$ cat src/rtl/alu_pkg.sv
// Shared types and defaults for the ALU request/response core.
package alu_pkg;

  localparam int ALU_WIDTH = 8;

  typedef enum logic [1:0] {
    ALU_ADD = 2'd0,
    ALU_SUB = 2'd1,
    ALU_MUL = 2'd2,
    ALU_XOR = 2'd3
  } alu_op_e;

  typedef enum logic [1:0] {
    ALU_ST_IDLE    = 2'd0,
    ALU_ST_MUL_RUN = 2'd1,
    ALU_ST_DONE    = 2'd2
  } alu_state_e;

endpackage

$ cat src/rtl/alu_if.sv
// Request/response bundle between an ALU requester (master) and alu_core (slave).
interface alu_if #(
  parameter int WIDTH = 8
);
  logic [WIDTH-1:0]   operand_a;
  logic [WIDTH-1:0]   operand_b;
  logic [1:0]         operand;
  logic               op_valid;
  logic               operation_done;
  logic [2*WIDTH-1:0] result;

  modport master (
    output operand_a, operand_b, operand, op_valid,
    input  operation_done, result
  );

  modport slave (
    input  operand_a, operand_b, operand, op_valid,
    output operation_done, result
  );
endinterface

$ cat src/rtl/alu_mul_seq.sv
// Iterative shift-add unsigned multiplier: one multiplier bit per cycle, WIDTH cycles.
module alu_mul_seq
  import alu_pkg::*;
#(
  parameter int WIDTH = ALU_WIDTH
) (
  input  logic               clock,
  input  logic               resetr,
  input  logic               start,
  input  logic [WIDTH-1:0]   a,
  input  logic [WIDTH-1:0]   b,
  output logic               busy,
  output logic               done,
  output logic [2*WIDTH-1:0] product
);
  localparam int RW = 2 * WIDTH;
  localparam int CW = $clog2(WIDTH + 1);

  logic [CW-1:0]    count_reg;
  logic [RW-1:0]    acc_reg;
  logic [RW-1:0]    mcand_reg;
  logic [WIDTH-1:0] mplier_reg;
  logic             busy_reg;
  logic [RW-1:0]    addend;

  // product is the accumulator after the current iteration, so on the final
  // iteration (done=1) it already holds the full product for the caller to latch.
  assign addend  = mplier_reg[0] ? mcand_reg : '0;
  assign product = acc_reg + addend;
  assign done    = busy_reg && (count_reg == CW'(WIDTH - 1));
  assign busy    = busy_reg;

  always_ff @(posedge clock or posedge resetr) begin
    if (resetr) begin
      busy_reg   <= 1'b0;
      count_reg  <= '0;
      acc_reg    <= '0;
      mcand_reg  <= '0;
      mplier_reg <= '0;
    end else if (start) begin
      busy_reg   <= 1'b1;
      count_reg  <= '0;
      acc_reg    <= '0;
      mcand_reg  <= RW'(a);
      mplier_reg <= b;
    end else if (busy_reg) begin
      acc_reg    <= product;
      mcand_reg  <= mcand_reg << 1;
      mplier_reg <= mplier_reg >> 1;
      count_reg  <= count_reg + 1'b1;
      if (done) begin
        busy_reg <= 1'b0;
      end
    end
  end

endmodule

$ cat src/rtl/alu_core.sv
// ALU responder: single-cycle ADD/SUB/XOR, iterative MUL when ALU_MULTIPLY_EN is defined
// (otherwise MUL completes in one cycle with a zero result).
module alu_core
  import alu_pkg::*;
#(
  parameter int WIDTH = ALU_WIDTH
) (
  input logic  clock,
  input logic  resetr,
  alu_if.slave bus
);
  localparam int RW = 2 * WIDTH;

  localparam logic [1:0] IDLE    = ALU_ST_IDLE;
  localparam logic [1:0] MUL_RUN = ALU_ST_MUL_RUN;
  localparam logic [1:0] DONE    = ALU_ST_DONE;

  logic [1:0]    state_reg;
  logic [RW-1:0] result_reg;
  logic          done_reg;
  logic [RW-1:0] single_next;
  logic          can_accept;
  alu_op_e       op_sel;

  assign op_sel     = alu_op_e'(bus.operand);
  assign can_accept = (state_reg == IDLE) || (state_reg == DONE);

  always_comb begin
    single_next = '0;
    case (op_sel)
      ALU_ADD: single_next = RW'(bus.operand_a) + RW'(bus.operand_b);
      ALU_SUB: single_next = RW'(bus.operand_a) - RW'(bus.operand_b);
      ALU_XOR: single_next = RW'(bus.operand_a ^ bus.operand_b);
      default: single_next = '0;
    endcase
  end

`ifdef ALU_MULTIPLY_EN
  logic          mul_start;
  logic          mul_busy;
  logic          mul_done;
  logic [RW-1:0] mul_product;

  assign mul_start = bus.op_valid && can_accept && (op_sel == ALU_MUL);

  alu_mul_seq #(
    .WIDTH (WIDTH)
  ) u_mul (
    .clock   (clock),
    .resetr  (resetr),
    .start   (mul_start),
    .a       (bus.operand_a),
    .b       (bus.operand_b),
    .busy    (mul_busy),
    .done    (mul_done),
    .product (mul_product)
  );
`endif

  always_ff @(posedge clock or posedge resetr) begin
    if (resetr) begin
      state_reg  <= IDLE;
      result_reg <= '0;
      done_reg   <= 1'b0;
    end else begin
      done_reg <= 1'b0;
      case (state_reg)
        IDLE, DONE: begin
          if (bus.op_valid) begin
`ifdef ALU_MULTIPLY_EN
            if (op_sel == ALU_MUL) begin
              state_reg <= MUL_RUN;
            end else begin
              state_reg  <= DONE;
              done_reg   <= 1'b1;
              result_reg <= single_next;
            end
`else
            state_reg  <= DONE;
            done_reg   <= 1'b1;
            result_reg <= single_next;
`endif
          end else begin
            state_reg <= IDLE;
          end
        end
        MUL_RUN: begin
`ifdef ALU_MULTIPLY_EN
          // Requests arriving mid-multiply are dropped silently.
          if (mul_done) begin
            state_reg  <= DONE;
            done_reg   <= 1'b1;
            result_reg <= mul_product;
          end else if (!mul_busy) begin
            state_reg <= IDLE;
          end
`else
          state_reg <= IDLE;
`endif
        end
        default: state_reg <= IDLE;
      endcase
    end
  end

  assign bus.result         = result_reg;
  assign bus.operation_done = done_reg;

endmodule

$ cat src/flat_wrapper.sv
// flat-port wrapper written by rule: the top's interface ports become plain ports
module alu_core_flat import alu_pkg::*;
#(
  parameter int WIDTH = ALU_WIDTH
)
  (clock, resetr, bus_operand_a, bus_operand_b, bus_operand, bus_op_valid, bus_operation_done, bus_result);
  alu_if #(.WIDTH(WIDTH)) bus_i ();
  input logic clock;
  input logic resetr;
  input wire logic [$bits(bus_i.operand_a)-1:0] bus_operand_a;
  input wire logic [$bits(bus_i.operand_b)-1:0] bus_operand_b;
  input wire logic [$bits(bus_i.operand)-1:0] bus_operand;
  input wire logic [$bits(bus_i.op_valid)-1:0] bus_op_valid;
  output wire logic [$bits(bus_i.operation_done)-1:0] bus_operation_done;
  output wire logic [$bits(bus_i.result)-1:0] bus_result;
  assign bus_i.operand_a = bus_operand_a;
  assign bus_i.operand_b = bus_operand_b;
  assign bus_i.operand = bus_operand;
  assign bus_i.op_valid = bus_op_valid;
  assign bus_operation_done = bus_i.operation_done;
  assign bus_result = bus_i.result;
  alu_core #(.WIDTH(WIDTH)) u_core (.clock(clock), .resetr(resetr), .bus(bus_i));
endmodule
$ cat config.mk
export PLATFORM = sky130hd
export DESIGN_NAME = alu_core_flat
export DESIGN_NICKNAME = d
export VERILOG_FILES = /design/src/rtl/alu_pkg.sv /design/src/rtl/alu_if.sv /design/src/rtl/alu_mul_seq.sv /design/src/rtl/alu_core.sv /design/src/flat_wrapper.sv
export SDC_FILE = /design/constraint.sdc
export NUM_CORES = 1
export LEC_CHECK = 0
export ABC_AREA = 1
export BUFFER_PORTS_ARGS = -buffer_cell sky130_fd_sc_hd__buf_2
export CAP_MARGIN = 10
export CORE_MARGIN = 4
export CORE_UTILIZATION = 50
export DETAILED_ROUTE_END_ITERATION = 8
export GPL_ROUTABILITY_DRIVEN = 0
export PLACE_DENSITY = 0.76
export SETUP_SLACK_MARGIN = 0.1
export SLEW_MARGIN = 20
export SYNTH_ARGS = -nofsm -noshare
export SYNTH_HDL_FRONTEND = slang
export SYNTH_SLANG_ARGS = --single-unit
$ cat constraint.sdc
create_clock -name clock -period 2.1 [get_ports clock]
set_input_delay 0.42 -clock clock [delete_from_list [all_inputs] [get_ports clock]]
set_output_delay 0.42 -clock clock [all_outputs]
set_load 0.02 [all_outputs]
==> key figures <==
Run status
  – Status: finished clean

Logic synthesis
  – Post-Syn Area: 1420 sq um
  – Synth Register Bits: 11
  – Syn Nets: 260
  – Post-synthesis sequential area ratio: 0.194
  – Most used DFF post-synth: dfrtp_1
  – Ranking of synthesized cells by area: dfrtp_1 (19%), nand2_1 (18%), ha_1 (15%)
  – Post-synth EDFFs: 0
  – Count of different cell masters after synthesis: 25
  – Syn_area_per_cell: 6.46 sq um
  – Mapped Cells: 220
  – Share of the synthesized area in the top cell type: 0.194
  – Yosys warns: 0
  – Leading area contributor after synthesis: dfrtp_1
  – Share of flip-flops with an asynchronous set or reset: 1.00

Floorplanning
  – Die Wd: 61.3 microns
  – Die area: 3760 sq um
  – Num rows: 19
  – Die H: 61.3 microns
  – I/O pins: 38
  – Core area: 2730 sq um
  – Initial Util: 0.519

Clock network
  – Post-cts resize count: 0
  – Clock sink count: 11
  – CTS Buffer Depth: 2
  – Cts bufs inserted: 3
  – Worst-Skew Late Latency: 260 ps
  – Clock transition at path regs: 70 ps
  – CTS root buffer: clkbuf_4
  – Hold-fix buffers at CTS: 0
  – Setup Buffers After CTS: 0
  – TritonCTS clock tree: done
  – CTS H-tree depth: 1

Global routing
  – Met2 Resource Use GR: 0.279
  – GR Util All Layers: 0.175
  – First-pass GRT wire length: 5090 microns
  – Pin count of the biggest net entering global routing: 13
  – Met3 usage: 0.0105
  – Total global routing overflow: 0
  – Number of antenna violations at the first check in global routing: 0
  – Vias in the first global route: 1161
  – Met1 capacity usage during global routing: 0.256
  – Most Used Layer, Global Route: met2

Place
  – Port bufs: 37
  – Setup slack at placement: 168 ps
  – Dpl cells: 277
  – Hpwl dp: 2590 microns

Critical path
  – Worst-path maximum fanout: 4
  – Setup crit end kind: flop
  – Critical Path RT: 2250 ps
  – CP max stage delay: 350 ps
  – Worst path most repeated cell: nand3_1
  – CP max-delay cell: fa_1
  – Critical path class: in2reg
  – Startpoint Class: input port
  – CP cell instances: buf_2, ha_1, inv_1, fa_1, inv_1, nand3_1, nand3_1, nand2_1, nand3_1, nand3_1, nand2_1, nand2_1
  – Arrival time worst endpoint: 1810 ps
  – Delay-heaviest family, CP: adder cells
  – Buf/Inv on CP: 3

Pwr
  – PD cells: 480 nW/um^2
  – Final Power: 752 uW
  – Peak VDD IR: 0.360 mV
  – Lkg Pwr: 0.000968 uW

STA
  – Final period util: 0.791
  – Unrepaired setup endpoints after global routing: false
  – # setup viols final: 0
  – Slew HR: 0.735
  – TNS Setup: 0 ps
  – Slew Viols, Final: 0
  – Least-Margin Pin Slew: 397 ps
  – Post-route setup slack: 440 ps
  – Final Critical Period: 1660 ps
  – Layout Skew: 0 ps
  – Max Freq: 602 MHz
  – Final Hold Vio Count: 0

Route
  – DRT Pass-1 Iters: 4
  – Detailed-route DRC error count: 0
  – Routed Antenna Nets: 0
  – Vias: 1404
  – Routed wire length per instance: 10.8 microns
  – Initial DRC Count: 85
  – Drt total wl: 3050 microns
  – Vias per cell: 5.00

Cells and area
  – Area growth syn-to-layout: 10.4%
  – Final-layout fill cell count: 280
  – Final nets: 291
  – Ant. Diodes: 0
  – Ratio of cells with drive above 1 in the final layout: 0.228
  – Post-route insts no fill: 281
  – Largest register FFs: 10

Hold path
  – Worst hold-check path type: in2async

Flow run
  – Max-cap violations: 0
-- stage by stage --
step                utilization  hold WS (ps)  area [sq um]
floorplan                     -           272          1420
global placement          0.563           413          1540
detailed placement        0.563           417          1540
CTS                       0.573           132          1570
global route              0.573           171          1570
finish                    0.573           125          1570
-- logic make-up after synthesis --
group	synth area share
AO/OA/AOI/OAI	0.0723
AND/OR/NAND/NOR	0.369
buffers and inverters	0.187
adder cells (fa/ha/maj)	0.178
flip-flops	0.194
-- synth_stat cells (5+ instances only) --
| cell | count |
|---|---|
| a21oi_1 | 6 |
| o21ai_0 | 6 |
| nand2_1 | 68 |
| nand3_1 | 27 |
| nand4_1 | 6 |
| nor2_1 | 6 |
| dfrtp_1 | 11 |
| ha_1 | 17 |
| inv_1 | 37 |
| inv_2 | 5 |
| buf_4 | 6 |
-- worst paths after layout --
check | startpoint | endpoint | slack (ps) | cells past startpoint
worst min-delay path | resetr | u_core.bus.result[7]$_DFFE_PP0P_ | 120 | 2
worst max-delay path | bus_operand_b[0] | u_core.bus.result[6]$_DFFE_PP0P_ | 440 | 12
max in group asynchronous | resetr | u_core.bus.result[6]$_DFFE_PP0P_ | 1700 | 2
worst min register to register | u_core.bus.result[1]$_DFFE_PP0P_ | u_core.bus.result[1]$_DFFE_PP0P_ | 470 | 2
min in group clock | bus_op_valid | u_core.bus.operation_done$_DFF_PP0_ | 380 | 1
worst max register to register | u_core.bus.result[14]$_DFFE_PP0P_ | u_core.bus.result[14]$_DFFE_PP0P_ | 1410 | 2
-- cell type report --
cell class,count,area [sq um],share of cell area
flip-flops and latches,11,275,0.176
clock buffers,3,22.5,0.0144
repair buffers,37,185,0.118
well taps,31,38.8,0.0247
clock inverters,1,5.00,0.00319
inverters,43,161,0.103
multi-input cells,155,880,0.561
-- power by group --
group	switching (uW)	internal (uW)	total, uW	leakage [uW]
clock	69.1	70.4	140	0.0000177
combinational	235	126	361	0.000813
sequential	13.4	238	252	0.000137
-- cell usage in the layout, fill, tap and decap left out, types with 2 or more instances in the layout --
master and instances:
o21ai_0 6, clkbuf_4 3, nor2_1 6, inv_1 37
nor2_2 4, buf_2 37, fa_1 2, inv_2 5
nand3_1 27, a21oi_1 6, a31oi_1 2, ha_1 17
dfrtp_1 11, nand2_2 4, nand4_1 6, nand2_1 68
-- metal layers --
metal	wire, microns	vias to the layer above
met2	1290	61
met5	0	-
met1	1420	594
li1	-	745
met3	302	4
met4	29	0
Power figures use the tool's default switching activity.
